$ cat src/rtl/sipo_param.sv
// Serial-in / parallel-out converter with a double buffer.
// Words arrive on serial_in and are assembled into blocks of NUM_WORDS words in a
// shift stage. A complete block moves to a holding stage (parallel_out, full), where it
// stays until the consumer releases it with Rd. If the holding stage is still occupied
// when a block completes, the block waits in the shift stage, and the shift stage
// refuses further words until Rd frees the holding stage.
//
// Ports:
//   clk          - clock; all state updates on the rising edge
//   reset        - synchronous active-high reset
//   Wr           - write strobe; serial_in is taken when Wr=1 and ready=1
//   serial_in    - IN_W-bit data word
//   Rd           - consumer acknowledge; releases the held block
//   clear        - aborts the partial block in the shift stage and clears overflow
//   parallel_out - held block (IN_W*NUM_WORDS bits)
//   full         - parallel_out holds an unread block
//   ready        - shift stage accepts words
//   count        - number of words held in the shift stage
//   overflow     - sticky flag: a write was dropped
module sipo_param #(
    parameter int unsigned IN_W      = 8,
    parameter int unsigned NUM_WORDS = 16,
    parameter int unsigned MSB_FIRST = 1
) (
    input  logic                              clk,
    input  logic                              reset,
    input  logic                              Wr,
    input  logic [IN_W-1:0]                   serial_in,
    input  logic                              Rd,
    input  logic                              clear,
    output logic [IN_W*NUM_WORDS-1:0]         parallel_out,
    output logic                              full,
    output logic                              ready,
    output logic [$clog2(NUM_WORDS+1)-1:0]    count,
    output logic                              overflow
);

    localparam int unsigned CW = $clog2(NUM_WORDS + 1);
    localparam int unsigned BW = IN_W * NUM_WORDS;
    localparam logic [CW-1:0] LastIdx = CW'(NUM_WORDS - 1);
    localparam logic [CW-1:0] FullCnt = CW'(NUM_WORDS);

    typedef enum logic [0:0] {StFill, StPend} state_e;

    state_e          state_q, state_d;
    logic [BW-1:0]   shift_q, shift_d;
    logic [BW-1:0]   par_q, par_d;
    logic [CW-1:0]   count_q, count_d;
    logic            full_q, full_d;
    logic            ovf_q, ovf_d;

    // Shift-stage contents with the incoming word inserted at the current position.
    logic [BW-1:0]   blk;
    int unsigned     pos;
    logic            transfer;

    always_comb begin
        blk = shift_q;
        pos = (MSB_FIRST != 0) ? (NUM_WORDS - 1 - 32'(count_q)) : 32'(count_q);
        // In PEND count equals NUM_WORDS, so only insert while filling.
        if (state_q == StFill) begin
            blk[pos*IN_W +: IN_W] = serial_in;
        end
    end

    always_comb begin
        state_d  = state_q;
        shift_d  = shift_q;
        par_d    = par_q;
        count_d  = count_q;
        full_d   = full_q;
        ovf_d    = ovf_q;
        transfer = 1'b0;

        if (clear) begin
            // Abort only the shift stage; Rd below still acts on the holding stage.
            count_d = '0;
            state_d = StFill;
            ovf_d   = 1'b0;
        end else begin
            case (state_q)
                StFill: begin
                    if (Wr) begin
                        if (count_q == LastIdx) begin
                            if (!full_q || Rd) begin
                                par_d    = blk;
                                transfer = 1'b1;
                                count_d  = '0;
                            end else begin
                                shift_d = blk;
                                count_d = FullCnt;
                                state_d = StPend;
                            end
                        end else begin
                            shift_d = blk;
                            count_d = count_q + CW'(1);
                        end
                    end
                end
                StPend: begin
                    // Writes are dropped here even when Rd frees the holding stage.
                    if (Wr) begin
                        ovf_d = 1'b1;
                    end
                    if (Rd) begin
                        par_d    = shift_q;
                        transfer = 1'b1;
                        count_d  = '0;
                        state_d  = StFill;
                    end
                end
                default: state_d = StFill;
            endcase
        end

        if (transfer) begin
            full_d = 1'b1;
        end else if (Rd && full_q) begin
            full_d = 1'b0;
        end
    end

    always_ff @(posedge clk) begin
        if (reset) begin
            state_q <= StFill;
            shift_q <= '0;
            par_q   <= '0;
            count_q <= '0;
            full_q  <= 1'b0;
            ovf_q   <= 1'b0;
        end else begin
            state_q <= state_d;
            shift_q <= shift_d;
            par_q   <= par_d;
            count_q <= count_d;
            full_q  <= full_d;
            ovf_q   <= ovf_d;
        end
    end

    assign parallel_out = par_q;
    assign full         = full_q;
    assign ready        = (state_q == StFill);
    assign count        = count_q;
    assign overflow     = ovf_q;

endmodule

$ cat config.mk
export PLATFORM = sky130hd
export DESIGN_NAME = sipo_param
export DESIGN_NICKNAME = d
export VERILOG_FILES = /design/src/rtl/sipo_param.sv
export SDC_FILE = /design/constraint.sdc
export NUM_CORES = 1
export LEC_CHECK = 0
export BUFFER_PORTS_ARGS = -buffer_cell sky130_fd_sc_hd__buf_2
export CORE_MARGIN = 2
export CORE_UTILIZATION = 43
export CTS_CLUSTER_SIZE = 25
export DETAILED_ROUTE_END_ITERATION = 8
export PLACE_DENSITY = 0.66
export SYNTH_ARGS = -nofsm -noshare
export SYNTH_HDL_FRONTEND = slang
export SYNTH_SLANG_ARGS = --single-unit
$ cat constraint.sdc
create_clock -name clk -period 6.35 [get_ports clk]
set_input_delay 0.9525 -clock clk [delete_from_list [all_inputs] [get_ports clk]]
set_output_delay 0.9525 -clock clk [all_outputs]
set_load 0.005 [all_outputs]
# == Word level (Yosys, flattened, before mapping) ==
# Index checks and enable logic that the tools add are counted.
# op_classes
add_sub_neg,3
eq_ne,6
reduce_logical,9
n_bitwise,2
n_mux,26
n_shift,2
# ops
operator,count
128-bit two-way mux,6
128-bit one-hot mux with 2 select lines,1
128-bit bitwise mux,1
8-bit by 34-bit variable shift with 128-bit output (first input constant),1
8-bit by 34-bit indexed part select with 128-bit output,1
32-bit negation with 34-bit output,1
5-bit two-way mux,4
1-bit two-way mux,11
5-bit one-hot mux with 2 select lines,1
2-bit inequality test (second input constant),3
4-bit by 5-bit subtractor with 6-bit output (first input constant),1
5-bit by 1-bit adder with 5-bit output (second input constant),1
5-bit by 4-bit == test with 1-bit output (second input constant),1
5-bit AND reduction,1
2-bit by 1-bit inequality test with 1-bit output (second input constant),2
1-bit one-hot mux with 2 select lines,2
2-bit AND reduction,2
4-bit AND reduction,1
1-bit NOT,2
2-bit nonzero test,1
2-bit OR reduction,1
1-bit logical AND,1
1-bit logical NOT,1
1-bit logical OR,1
# word_totals
out_inout_bits,136
register_bits,264
inputBits,13

# == Logic depth before layout (Yosys ltp) ==
# depth
depth_word,8
mapped_depth,11
mapped_depth_nobuf,9

# == Least setup slack after synthesis ==
# No wires, ideal clock.
# synth_timing
path_type,register -> register
startpoint,register count_q[1] (netlist: count[1])
endpoint,register shift_q[114]
required_time_ns,6.223
period_less_slack_ns,2.870
path_buffers,2
stages_incl_launch_ff,11
slack_ns,3.480
arrival_ns,2.743
setup_time_ns,0.127
path_cell_list,dfxtp_1 > ha_1 > buf_2 > nand3_1 > ha_1 > nor3_1 > nand4_1 > or3_1 > clkbuf_1 > nand3b_1 > o21ai_0
# synth_between
elab_chain_len,6
# synth_lines
item,line_no,rtl
start: declaration,48,"logic [CW-1:0] count_q, count_d;"
start signal: assignment,135,count_q <= count_d;
4-bit by 5-bit subtractor with 6-bit output,59,pos = (MSB_FIRST != 0) ? (NUM_WORDS - 1 - 32'(count_q)) : 32'(count_q);
32-bit negation with 34-bit output,62,blk[pos*IN_W +: IN_W] = serial_in;
8-bit by 34-bit indexed part select with 128-bit output or 8-bit by 34-bit variable shift with 128-bit output (tied branches),62,
128-bit bitwise mux,62,
128-bit two-way mux,85,if (!full_q || Rd) begin
128-bit two-way mux,84,if (count_q == LastIdx) begin
end signal: assignment,133,shift_q <= shift_d;
end: declaration,46,"logic [BW-1:0] shift_q, shift_d;"
# Several ways; a longest one is shown, not always the timed one. The select of a mux whose other input is x is not followed.
# A chain may end at the register's enable or synchronous reset.

# == Final worst setup path ==
# layout_timing
startpoint,register count_q[0] (netlist: count[0])
endpoint,register shift_q[81]
# The elaborated chain is that of the path after synthesis.

==> metrics.txt <==
largest net degree at the start of global routing=101; Synth area leaders=dfxtp_1 (49%), mux2i_1 (7.4%), nor2_1 (6.7%); die area=26,600 um^2; final WL=28.8 mm; dpl ws=2480 ps; CP max stage cell=nor4bb_1; DRT antenna net count=0; fmax=249 MHz; DRC=0; leading area contributor after synthesis=dfxtp_1; worst hold endpoint=parallel_out[99]$_SDFFE_PP0P_; Port Buffers=148; # nets final=1,347; global placement routability congestion=0.866; Post-synth ARST share=0%; Rel. slew slack=25.0%; GR Util met3=4.24%; ys flop type=dfxtp_1; Total Routing Usage GR=21.0%; crit path max fanout=19; Layout Skew=24.3 ps; DR WL/cell=17.2 um; max-slew violation count=0; share of the core filled with cells=49.9%; Hold Crit Start=parallel_out[99]$_SDFFE_PP0P_; CORE AREA=25,000 um^2; Post-CTS Resized=0; initial core utilization=43.5%; Crit Path Class=flop to flop; vias in the first global route=8,265; Mean Syn Cell Area=8.73 um^2; post-DP HPWL=18.4 mm; IO Count=149; Worst path max stage delay=790 ps; RSZ-0062 raised after global routing=false; Synth Instances=1,247; WHS Path Cells=2; Initial DRC Count=662; yosys warns=0; via count=9,068; Critical Path Start Type=flop; die height=163 um; met2 Use GR=34.4%; CTS Buffer Depth=3; worst reg2reg path depth=9; Hold WC Path Type=flop to flop; CTS Sinks=264; die width=163 um; register area share after synthesis=48.5%; leak pwr=5.12 nW; Worst path most repeated cell=ha_1; setup ws final=2340 ps; RR Startpoint=count[0]$_SDFFE_PP0P_; synth unique cells=65; 1st-pass router iterations=7; CTS Hold Buffers Added=0; Worst Tran Pin Value=1120 ps; area delta synth->final=14.7%; post-synth net total=1,268; Setup Fix Bufs, Post-CTS=0; PwrDens=262 nW/um^2; total CTS buffers=27; CTS Root Cell=clkbuf_16; Avg Vias per Cell=5.42; WP data arrival=4450 ps; Cell Area, Synth=10,900 um^2; CTS tree=done; VDD IR max=186 uV; placed inst area=11,700 um^2; H-tree Lvls=1; WP data required=6790 ps; Max Cap Violations=0; Tcrit/Tclk final=63.2%; clock latency on the worst-skew pair=540 ps; busiest grt layer=met2; Tmin final=4010 ps; Design Area, Final=12,500 um^2; worst path cell trace=ha_1, nand4b_4, inv_2, ha_1, nor4bb_1, nand4_1, nor3_1, nand3_1, a21oi_1; clock-pin slew on the worst setup and hold paths=60 ps; initial antenna violation count=3; GR met1 Demand/Resource=28.2%; GR Overflow Total=0; #FFs+latches synth=264; Worst R2R End=shift_q[81]$_SDFFE_PP0P_; final setup vio count=0; first-pass GRT wire length=45.1 mm; reg-to-reg slack, setup=2340 ps; share of the synthesized area in the top cell type=48.5%; n_diodes=0; layout cells sized above 1=16.5%; Worst Setup End Kind=flop; num rows=58; status=complete, no violations; final setup TNS=0 ps; Post-synth EDFFs=0; Filler cells=2,401; Final Hold Viols=0
[report_power, final]
part | switching [mW] | internal (mW) | total (mW) | leakage (nW)
Sequential | 0.00346 | 1.66 | 1.66 | 2.13
Combinational | 0.0730 | 0.0225 | 0.0956 | 2.58
Clock | 0.646 | 0.863 | 1.51 | 0.412
[final cells by class]
class / count / area [um^2] / area share [%]
Clock inverter: 6 / 40.0 / 0.321
Timing Repair Buffer: 156 / 807 / 6.46
Inverter: 4 / 15.0 / 0.120
Tap cell: 330 / 413 / 3.31
Multi-Input combinational cell: 873 / 5130 / 41.1
Clock buffer: 41 / 798 / 6.39
Sequential cell: 264 / 5290 / 42.3
[cells by family (layout without fill, tap and decap cells)]
logic type	after synthesis	in the layout	synth area share (%)
adder cells (fa/ha/maj)	8	8	0.919
buffers and inverters	110	207	4.45
AND/OR/NAND/NOR	560	560	25.4
flip-flops	264	264	48.5
AO/OA/AOI/OAI	223	223	13.2
multiplexers	81	81	7.44
XOR/XNOR	1	1	0.0804
[critical path, delay by kind of cell (launching register included)]
kind	cells	cell delay [ps]
AOI/OAI and AO/OA	1	200
adders and majority gates	2	730
buffers and inverters	1	110
DFF	1	500
and+or+nand+nor	5	2380
[metrics by stage]
stage | hold WS [ps] | power (mW) | instances
2_1_floorplan | 432 | 1.76 | 1247
3_3_place_gp | 439 | 1.79 | 1627
3_5_place_dp | 446 | 1.79 | 1627
4_1_cts | 453 | 3.29 | 1674
5_1_grt | 467 | 3.36 | 1674
6_report | 448 | 3.27 | 1674
[registers in the layout (all words and copies together) (netlist names)]
signal        flops
parallel_out    128
shift_q         128
count             5
state_q           1
overflow          1
full              1
[worst max-delay path by stage]
stage,startpoint,end,cells past startpoint
2_1_floorplan,count[1]$_SDFFE_PP0P_,shift_q[114]$_SDFFE_PP0P_,10
3_3_place_gp,count[0]$_SDFFE_PP0P_,shift_q[113]$_SDFFE_PP0P_,9
3_5_place_dp,count[0]$_SDFFE_PP0P_,shift_q[14]$_SDFFE_PP0P_,8
4_1_cts,count[0]$_SDFFE_PP0P_,shift_q[22]$_SDFFE_PP0P_,9
5_1_grt,count[0]$_SDFFE_PP0P_,parallel_out[117]$_SDFFE_PP0P_,8
6_report,count[0]$_SDFFE_PP0P_,shift_q[81]$_SDFFE_PP0P_,9
[Yosys cell counts (all sizes together), types with 5 or more instances]
master,count
buf,43
o21ai,52
a211oi,21
nor3,63
o21bai,11
and2,14
a2111oi,14
nand2b,34
nand3,44
a21oi,86
ha,8
o211ai,5
nor2,197
a22oi,17
nand4,7
dfxtp,264
nor4bb,8
nor2b,6
nor3b,5
nand4b,11
nand2,123
clkbuf,63
mux2i,81
or3,8
nand3b,22
[routing by layer]
metal	vias up	wire length (um)
li1	4490	-
met1	4306	13000
met2	217	13500
met3	51	1600
met4	4	618
met5	-	25
[cell usage in the layout (no fill, tap or decap), drive strengths merged, types with 4 or more instances in the layout]
cell and instances:
nand3 44, mux2i 81, inv 5, nand4 7, nand3b 22, nor2b 6
nor2 197, o21bai 11, clkinv 4, and2 14, dfxtp 264, nand2b 34
a211oi 21, o21ai 52, nand2 123, a2111oi 14, ha 8, a21oi 86
a22oi 17, clkbuf 41, nor4bb 8, nand4b 11, nor3b 5, nor3 63
and4 4, buf 156, o211ai 5, or3 8
Note: power is estimated with default switching activity, not from simulation.
